===== config.mk =====
export PLATFORM = sky130hd
export DESIGN_NAME = rf_read_sequencer
export DESIGN_NICKNAME = d
export VERILOG_FILES = /design/src/rtl/rf_read_sequencer.sv
export SDC_FILE = /design/constraint.sdc
export NUM_CORES = 1
export LEC_CHECK = 0
export CAP_MARGIN = 20
export CORE_UTILIZATION = 41
export DETAILED_ROUTE_END_ITERATION = 8
export MAX_ROUTING_LAYER = met4
export PLACE_DENSITY = 0.83
export SETUP_SLACK_MARGIN = 0.05
export SLEW_MARGIN = 10
export SYNTH_ARGS = -nofsm -noshare
export SYNTH_HDL_FRONTEND = slang
export SYNTH_SLANG_ARGS = --single-unit

===== constraint.sdc =====
create_clock -name clk_i -period 1.8 [get_ports clk_i]
set_input_delay 0.36 -clock clk_i [delete_from_list [all_inputs] [get_ports clk_i]]
set_output_delay 0.36 -clock clk_i [all_outputs]
set_load 0.01 [all_outputs]

===== src/rtl/rf_read_sequencer.sv =====
// rf_read_sequencer: read-side controller for a 16 x 16-bit register file.
//
// Accepts a two-operand read request, drives one-hot read enables onto the two
// shared bitline ports for SETTLE cycles, then captures both bitlines (with
// bypass of a write landing on the capture edge) and holds the result until
// the consumer takes it.
//
// Ports:
//   clk_i                     system clock, rising edge
//   rst_ni                    asynchronous active-low reset
//   req_valid_i / req_ready_o request handshake
//   src1_i, src2_i            register indices for ports 1 and 2
//   ren1_o, ren2_o            one-hot read enables (registered)
//   bitline1_i, bitline2_i    shared read bitlines
//   wr_en_i, wr_reg_i, wr_data_i  snooped register-file write port
//   rd_valid_o / rd_ready_i   result handshake
//   rd_data1_o, rd_data2_o    captured operand values
module rf_read_sequencer #(
    parameter int unsigned SETTLE      = 1,
    parameter int unsigned ZERO_REG_EN = 1
) (
    input  logic        clk_i,
    input  logic        rst_ni,
    input  logic        req_valid_i,
    output logic        req_ready_o,
    input  logic [3:0]  src1_i,
    input  logic [3:0]  src2_i,
    output logic [15:0] ren1_o,
    output logic [15:0] ren2_o,
    input  logic [15:0] bitline1_i,
    input  logic [15:0] bitline2_i,
    input  logic        wr_en_i,
    input  logic [3:0]  wr_reg_i,
    input  logic [15:0] wr_data_i,
    output logic        rd_valid_o,
    input  logic        rd_ready_i,
    output logic [15:0] rd_data1_o,
    output logic [15:0] rd_data2_o
);

    typedef enum logic [1:0] {StIdle, StDrive, StHold} state_e;

    localparam logic [3:0] SettleInit = 4'(SETTLE - 1);

    state_e      state_q, state_d;
    logic [3:0]  cnt_q, cnt_d;
    logic [3:0]  src1_q, src1_d;
    logic [3:0]  src2_q, src2_d;
    logic [15:0] ren1_q, ren1_d;
    logic [15:0] ren2_q, ren2_d;
    logic [15:0] data1_q, data1_d;
    logic [15:0] data2_q, data2_d;

    // Register 0 is hardwired to zero when enabled and must never drive a bitline.
    function automatic logic is_zero_reg(input logic [3:0] idx);
        return (ZERO_REG_EN != 0) && (idx == 4'd0);
    endfunction

    function automatic logic [15:0] en_mask(input logic [3:0] idx);
        if (is_zero_reg(idx)) return 16'h0000;
        return 16'h0001 << idx;
    endfunction

    // The array commits a write on the capture edge itself, so the bitline still
    // carries the old value; forward the write data instead.
    function automatic logic [15:0] capture(input logic [3:0]  idx,
                                            input logic [15:0] bl);
        if (is_zero_reg(idx)) return 16'h0000;
        if (wr_en_i && (wr_reg_i == idx)) return wr_data_i;
        return bl;
    endfunction

    always_comb begin
        state_d = state_q;
        cnt_d   = cnt_q;
        src1_d  = src1_q;
        src2_d  = src2_q;
        ren1_d  = ren1_q;
        ren2_d  = ren2_q;
        data1_d = data1_q;
        data2_d = data2_q;
        unique case (state_q)
            StIdle: begin
                if (req_valid_i) begin
                    src1_d  = src1_i;
                    src2_d  = src2_i;
                    cnt_d   = SettleInit;
                    ren1_d  = en_mask(src1_i);
                    ren2_d  = en_mask(src2_i);
                    state_d = StDrive;
                end
            end
            StDrive: begin
                if (cnt_q == 4'd0) begin
                    data1_d = capture(src1_q, bitline1_i);
                    data2_d = capture(src2_q, bitline2_i);
                    ren1_d  = 16'h0000;
                    ren2_d  = 16'h0000;
                    state_d = StHold;
                end else begin
                    cnt_d = cnt_q - 4'd1;
                end
            end
            StHold: begin
                if (rd_ready_i) state_d = StIdle;
            end
            default: state_d = StIdle;
        endcase
    end

    always_ff @(posedge clk_i or negedge rst_ni) begin
        if (!rst_ni) begin
            state_q <= StIdle;
            cnt_q   <= 4'd0;
            src1_q  <= 4'd0;
            src2_q  <= 4'd0;
            ren1_q  <= 16'h0000;
            ren2_q  <= 16'h0000;
            data1_q <= 16'h0000;
            data2_q <= 16'h0000;
        end else begin
            state_q <= state_d;
            cnt_q   <= cnt_d;
            src1_q  <= src1_d;
            src2_q  <= src2_d;
            ren1_q  <= ren1_d;
            ren2_q  <= ren2_d;
            data1_q <= data1_d;
            data2_q <= data2_d;
        end
    end

    assign req_ready_o = (state_q == StIdle);
    assign rd_valid_o  = (state_q == StHold);
    assign ren1_o      = ren1_q;
    assign ren2_o      = ren2_q;
    assign rd_data1_o  = data1_q;
    assign rd_data2_o  = data2_q;

endmodule


# == Word level (Yosys, flattened, before mapping) ==
# Index checks and enable logic that the tools add are counted.
# word_totals
reg_bits,78
inputBits,65
out_inout_bits,66
elab_cells,77
# op_classes
addsub,1
n_eq_ne,8
n_shift,2
muxes,44
n_reduce_logical,14
# ops
op,count
$mux 16,15
$pmux 16 s2,2
$shl 1x4->16 const A,2
$logic_not 4->1,5
$mux 1,20
$reduce_and 3->1,3
$eq 4x4->1,2
$mux 4,2
$pmux 4 s2,1
$mux 2,3
$ne 2x2->1 const B,3
$pmux 2 s3,1
$reduce_and 2->1,2
$sub 4x1->4 const B,1
$eq 2x1->1 const B,1
$eq 2x2->1 const B,1
$logic_and 1x1->1,2
$logic_not 2->1,1
$ne 2x1->1 const B,1
$reduce_bool 2->1,1

# == Longest topological paths before layout ==
# Gate-level depths: netlist (run 1).
# logic_depth
ltp_word,9
mapped_depth,9
ltp_nobuf,6

# == Least setup slack after synthesis (run 1) ==
# No wires, ideal clock.
# synth_path
path_type,reg-to-reg
startpoint,register cnt_q[0]
endpoint,"register data1_q[0], in the netlist rd_data1_o[0]"
setup_ns,0.134
t_arrival_ns,1.763
required_time_ns,1.666
path_slack_ns,-0.097
path_stages_with_launch,10
path_buffers,3
synth_period_minus_slack_ns,1.897
path_cell_list,dfrtp_1 -> inv_1 -> ha_1 -> or3b_1 -> buf_2 -> or2_2 -> clkbuf_1 -> buf_2 -> nand2_1 -> o211ai_1
# synth_via
elab_chain_cells,2
# synth_lines
element,line,text
start: declaration,46,"logic [3:0] cnt_q, cnt_d;"
start signal: assignment,123,cnt_q <= cnt_d;
$logic_not 4->1,94,if (cnt_q == 4'd0) begin
$reduce_and 2->1 (no source line),--,
end signal: assignment,128,data1_q <= data1_d;
end: declaration,51,"logic [15:0] data1_q, data1_d;"
# Every way passes these cells.
# A chain may end at the register's enable or synchronous reset.

# == Worst setup path in the final report (run 1) ==
# layout_path
startpoint,register cnt_q[0]
endpoint,"register data2_q[4], in the netlist rd_data2_o[4]"
# layout_via
elab_chain_cells,2
# layout_lines
element,line,text
$logic_not 4->1,94,
$reduce_and 2->1 (no source line),--,
end signal: assignment,129,data2_q <= data2_d;
end: declaration,52,"logic [15:0] data2_q, data2_d;"
# Every way passes these cells.

==> run summary, run 1 <==
Outcome -> finished, violations left
Failing checks -> setup timing
Largest net degree at the start of global routing -> 44
# port buffers -> 130
Max-cap viol count -> 0
Netlist Area Pre-Place -> 3650 um^2
Total number of vias -> 3,802
Antenna Nets Post-Route -> 0
Worst skew pair latency -> 0.36 ns
Tmin final -> 2.00 ns
CTS tree -> yes
Yosys reg bits -> 78
R2R Path End -> rd_data2_o[4]$_DFFE_PN0P_
Syn_nets -> 438
Post-Synth XOR/XNOR Area -> 0.0240
Placer Congestion -> 0.822
Rel. slew slack -> 0.630
Half-perimeter wire length after placement -> 7660 um
Core ar. -> 8680 um^2
Multi-input logic area -> 1790 um^2
Mux cell area share after synthesis -> 0.0277
Count of cell types in the netlist -> 32
CP max FO -> 8
Switching part of the total -> 0.383
Endpoints failing setup -> 42
Commonest cells after routing, fill and taps aside -> 127 x clkdlybuf4s50_1, 84 x nand2_1, 78 x dfrtp_1, 34 x buf_4
Initial antenna violation count -> 0
Setup TNS -> -3.82 ns
CP Capture Type -> flop
Synth Area in Adders -> 0.00685
Largest family of logic cells by synthesized area -> simple AND/OR/NAND/NOR gates
Measured slew at the worst slew-check pin -> 0.555 ns
Setup crit start -> cnt_q[0]$_DFFE_PN0P_
Final Skew -> 0.0199 ns
Switching power -> 3.57 mW
Clk pwr share -> 0.172
Die span in x -> 96.4 um
PD cells -> 1560 nW/um^2
Pins over their slew limit -> 0
Starting Density -> 0.421
Unrepaired setup endpoints after global routing -> true
Full die area -> 9300 um^2
Cell Count, Final, Fillers Out -> 645
GRT overflow -> 0
Synth Area in Compound Gates -> 0.135
Setup ws final -> -0.198 ns
First-pass GRT wire length -> 17,200 um
Avg Cell Area, Syn -> 9.85 um^2
Area added between synthesis and finish -> 63.5%
Htree depth -> 3
Via density per instance -> 5.89
Simple-gate share of the synthesized area -> 0.229
Most common cell after layout, fill and taps aside -> clkdlybuf4s50_1
Global routing met2 resource utilization -> 0.395
GRT Total Usage -> 0.253
TritonCTS Buffers -> 9
Met1 Use GR -> 0.316
Worst-path clk slew -> 0.08 ns
Die height -> 96.4 um
Part of the power in registers -> 0.301
R2R depth -> 9
IO Count -> 131
Placed insts -> 613
DRT Wirelength -> 12,500 um
Power Total -> 9.33 mW
Peak VDD IR -> 0.632 mV
Avg WL per Cell -> 19.3 um
# diodes -> 0
Worst Hold Class -> reg2reg
Reg-to-reg startpoint -> cnt_q[0]$_DFFE_PN0P_
Pre-antenna DRT Iters -> 5
Most Used Layer, Global Route -> met2
Final Hold Vio Count -> 0
Initial drt markers -> 281
Nets -> 599
CTS Buffer Depth -> 2
Crit start category -> flop
Seq/Total Area, Yosys -> 0.534
Final core utilization -> 0.689
Yosys synthesis warning count -> 0
Peak Freq -> 500 MHz
# fillers -> 587
Leak -> 2.50 nW
Mapped Cells -> 371
Critical path type -> reg2reg
Cell row count -> 34
CP required -> 2.05 ns
Internal power -> 5.76 mW
Root Driver -> clkbuf_8
Worst R2R Setup Slack -> -0.20 ns
Sink Count -> 78
# DRC -> 0
CP arrival -> 2.25 ns
Crit path capture -> rd_data2_o[4]$_DFFE_PN0P_
GR Util met3 -> 0.0501
Final Cycle Share -> 1.11
Number of global-route vias before repair -> 3,484
Reg area -> 1950 um^2
Combinational power share -> 0.528
Layout cells sized above 1 -> 0.225
==> what timing repair did <==
item,CTS,global route
setup endpoints to repair,47,62
endpoints found under the hold margin,3,0
gates resized for setup,21,35
pin swaps,7,16
hold buffers,1,0
buffers inserted,3,5
gates cloned,3,4
==> power by group through the flow <==
stage / clock [mW] / sequential (mW) / combinational (mW)
after floorplan: 0 / 2.97 / 1.93
after global placement: 0 / 2.77 / 3.87
after detailed placement: 0 / 2.81 / 3.97
after CTS: 1.60 / 2.77 / 4.33
after global routing: 1.68 / 2.87 / 5.23
final: 1.60 / 2.81 / 4.92
==> metal layers <==
layer	wire length [um]	vias up
li1	-	1658
met1	4860	1833
met2	6050	235
met3	897	76
met4	673	0
met5	0	-
==> cell usage after synthesis, drive strengths merged <==
cell type,count,share of area
a21o,1,0.0021
and2,6,0.010
buf,17,0.026
clkbuf,14,0.014
dfrtp,78,0.53
ha,2,0.0068
inv,3,0.0031
mux2,9,0.028
nand2,98,0.10
nand2b,6,0.010
nand3,5,0.0068
nand3b,2,0.0041
nand4,32,0.055
nor2,6,0.0062
nor2b,1,0.0017
nor3,5,0.012
nor3b,1,0.0021
nor4,2,0.0034
o211ai,32,0.066
o21ai,8,0.011
o21ba,1,0.0027
o31ai,18,0.037
o41ai,6,0.016
or2,1,0.0017
or3b,1,0.0024
or4,6,0.012
xnor2,2,0.0048
xor2,8,0.019
==> stage by stage <==
step	setup slack [ns]	hold WS (ns)	area, um^2
2_1_floorplan	-0.0119	0.0644	3720
3_3_place_gp	-0.152	0.370	5320
3_5_place_dp	-0.171	0.388	5320
4_1_cts	-0.0993	0.485	5720
5_1_grt	-0.233	0.513	5980
6_report	-0.198	0.489	5980
==> worst min path at each step <==
stage	slack [ns]	cells after the start	start	endpoint
6_report	0.49	2	ren2_o[1]$_DFFE_PN0P_	ren2_o[1]$_DFFE_PN0P_
3_5_place_dp	0.39	1	rst_ni	ren1_o[10]$_DFFE_PN0P_
3_3_place_gp	0.37	1	rst_ni	ren1_o[10]$_DFFE_PN0P_
5_1_grt	0.51	2	ren2_o[9]$_DFFE_PN0P_	ren2_o[9]$_DFFE_PN0P_
4_1_cts	0.49	2	ren1_o[13]$_DFFE_PN0P_	ren1_o[13]$_DFFE_PN0P_
2_1_floorplan	0.06	0	rst_ni	cnt_q[0]$_DFFE_PN0P_
==> cell families after synthesis <==
family / count (synthesis)
flip-flops: 78
buffers and inverters: 34
XOR/XNOR: 10
AO/OA/AOI/OAI: 66
multiplexers: 9
adder cells (fa/ha/maj): 2
AND/OR/NAND/NOR: 172
==> critical path, cell delays in order, from the launching register on <==
cell	delay, ns
dfrtp_1	0.40
inv_2	0.09
ha_4	0.13
or3b_4	0.38
buf_8	0.14
nor3_4	0.19
buf_12	0.15
buf_12	0.13
nand2_1	0.07
o211ai_1	0.22
==> sequential cells by signal, summed over array words and instances, names as in the netlist <==
register,flops
rd_data1_o,16
state_q,2
src1_q,4
rd_data2_o,16
cnt_q,4
src2_q,4
ren2_o,16
ren1_o,16
==> final cells by class <==
| class | count | area share |
|---|---|---|
| sequential | 78 | 0.327 |
| timing repair buffer | 179 | 0.310 |
| multi-input combinational | 261 | 0.299 |
| tap | 108 | 0.0226 |
| clock buffer | 11 | 0.0220 |
| clock inverter | 5 | 0.0178 |
| inverter | 3 | 0.00188 |
Note: power is estimated with default switching activity, not from simulation.
==> run 2, diff against run 1 <==
--- a/config.mk
+++ b/config.mk
@@ -9,7 +9,7 @@
 export CORE_UTILIZATION = 41
 export DETAILED_ROUTE_END_ITERATION = 8
 export MAX_ROUTING_LAYER = met4
-export PLACE_DENSITY = 0.83
+export PLACE_DENSITY = 0.89
 export SETUP_SLACK_MARGIN = 0.05
 export SLEW_MARGIN = 10
 export SYNTH_ARGS = -nofsm -noshare
==> run summary, run 2 (synthesis results as in run 1) <==
Outcome -> finished, violations left
Failing checks -> setup timing
Half-perimeter wire length after placement -> 7680 um
# port buffers -> 130
Nets -> 601
GR Util met3 -> 0.0344
Placed insts -> 610
Combinational power share -> 0.561
GRT overflow -> 0
Unrepaired setup endpoints after global routing -> true
TritonCTS Buffers -> 9
Layout cells sized above 1 -> 0.275
CP arrival -> 2.17 ns
Final Hold Vio Count -> 0
Crit start category -> flop
Antenna Nets Post-Route -> 0
Peak Freq -> 519 MHz
Most Used Layer, Global Route -> met2
# DRC -> 0
DRT Wirelength -> 13,300 um
Max-cap viol count -> 0
Worst skew pair latency -> 0.37 ns
Pre-antenna DRT Iters -> 5
Htree depth -> 3
Number of global-route vias before repair -> 3,511
Root Driver -> clkbuf_8
Worst Hold Class -> in2async
Part of the power in registers -> 0.294
Final Skew -> 0.0207 ns
Power Total -> 9.70 mW
Peak VDD IR -> 0.727 mV
# diodes -> 0
Largest net degree at the start of global routing -> 36
Most common cell after layout, fill and taps aside -> clkdlybuf4s50_1
CTS Buffer Depth -> 2
Critical path type -> reg2reg
Tmin final -> 1.93 ns
Worst-path clk slew -> 0.10 ns
Endpoints failing setup -> 55
Setup ws final -> -0.129 ns
First-pass GRT wire length -> 17,500 um
CP max FO -> 8
Commonest cells after routing, fill and taps aside -> 127 x clkdlybuf4s50_1, 77 x dfrtp_1, 62 x nand2_1, 32 x nand4_1, 32 x o211ai_1
Measured slew at the worst slew-check pin -> 0.545 ns
Leak -> 2.61 nW
IO Count -> 131
Initial antenna violation count -> 0
Met1 Use GR -> 0.326
Via density per instance -> 5.89
Global routing met2 resource utilization -> 0.413
Placer Congestion -> 0.808
Full die area -> 9300 um^2
Clk pwr share -> 0.145
Switching part of the total -> 0.400
Switching power -> 3.88 mW
Cell Count, Final, Fillers Out -> 647
Avg WL per Cell -> 20.6 um
Core ar. -> 8680 um^2
Initial drt markers -> 253
Final Cycle Share -> 1.07
Die height -> 96.4 um
Die span in x -> 96.4 um
Area added between synthesis and finish -> 70.3%
Sink Count -> 78
CP required -> 2.05 ns
CP Capture Type -> flop
CTS tree -> yes
GRT Total Usage -> 0.257
Pins over their slew limit -> 0
Starting Density -> 0.421
Cell row count -> 34
Rel. slew slack -> 0.633
PD cells -> 1560 nW/um^2
# fillers -> 591
Total number of vias -> 3,809
Internal power -> 5.82 mW
run 2: cell types whose count changed in the layout (fill, tap and decap cells not counted), sizes merged, moves of 2 or more:
cell,delta
buf,-2
bufinv,-2
clkinv,+3
clkbuf,+3
inv,+2
or2,-2
run 2: final cells by class:
cell class,count,area [um^2],share of cell area
clock inverters,7,81.3,0.0131
repair buffers,182,1960,0.315
well taps,108,135,0.0217
multi-input cells,260,1960,0.315
inverters,3,11.3,0.00181
flip-flops and latches,78,1950,0.314
clock buffers,9,124,0.0199
run 2: per-stage QoR:
step	util	hold slack [ns]	setup slack (ns)	setup TNS, ns	instance area, um^2
4_1_cts	0.657	0.460	-0.0329	-0.232	5700
5_1_grt	0.717	0.491	-0.189	-6.36	6220
3_3_place_gp	0.609	0.291	-0.0904	-1.70	5280
2_1_floorplan	-	0.0644	-0.0119	-0.0899	3720
3_5_place_dp	0.609	0.298	-0.151	-3.99	5280
6_report	0.717	0.450	-0.129	-2.90	6220
run 2: repair_timing:
item | CTS | global route
buffers inserted | 2 | 6
hold buffers | 1 | 0
hold endpoints to repair | 26 | 0
pin swaps | 21 | 36
resized for setup | 35 | 62
endpoints found under the setup margin | 69 | 70
cloned | 1 | 11
run 2: power by group through the flow:
| stage | Clock [mW] | Combinational [mW] | Sequential (mW) |
|---|---|---|---|
| 6_report | 1.40 | 5.44 | 2.85 |
| 5_1_grt | 1.48 | 5.78 | 2.90 |
| 4_1_cts | 1.39 | 4.28 | 2.79 |
| 3_5_place_dp | 0 | 3.90 | 2.83 |
| 3_3_place_gp | 0 | 3.77 | 2.79 |
| 2_1_floorplan | 0 | 1.93 | 2.97 |
run 2: final timing paths:
path,cells past startpoint,endpoint,slack [ns],startpoint
worst min-delay path,2,ren1_o[7]$_DFFE_PN0P_,0.45,rst_ni
worst max register to register,8,ren1_o[5]$_DFFE_PN0P_,-0.13,cnt_q[0]$_DFFE_PN0P_
min in group clk_i,2,ren2_o[1]$_DFFE_PN0P_,0.50,ren2_o[1]$_DFFE_PN0P_
max in group asynchronous,3,rd_data1_o[12]$_DFFE_PN0P_,0.75,rst_ni
worst max-delay path,8,ren1_o[5]$_DFFE_PN0P_,-0.13,cnt_q[0]$_DFFE_PN0P_
worst min register to register,2,ren2_o[1]$_DFFE_PN0P_,0.50,ren2_o[1]$_DFFE_PN0P_
run 2: layer usage:
layer | vias to the layer above | routed length, um
met5 | - | 0
met4 | 0 | 495
met3 | 41 | 795
met2 | 219 | 6690
met1 | 1884 | 5330
li1 | 1665 | -
run 2: critical path: stages, from the launching register on:
cell and delay [ns]:
dfrtp_1 0.42, inv_2 0.09, ha_4 0.12, or3b_4 0.44
o21ba_4 0.28, buf_12 0.15, buf_16 0.14, nand2_1 0.09
o31ai_1 0.08
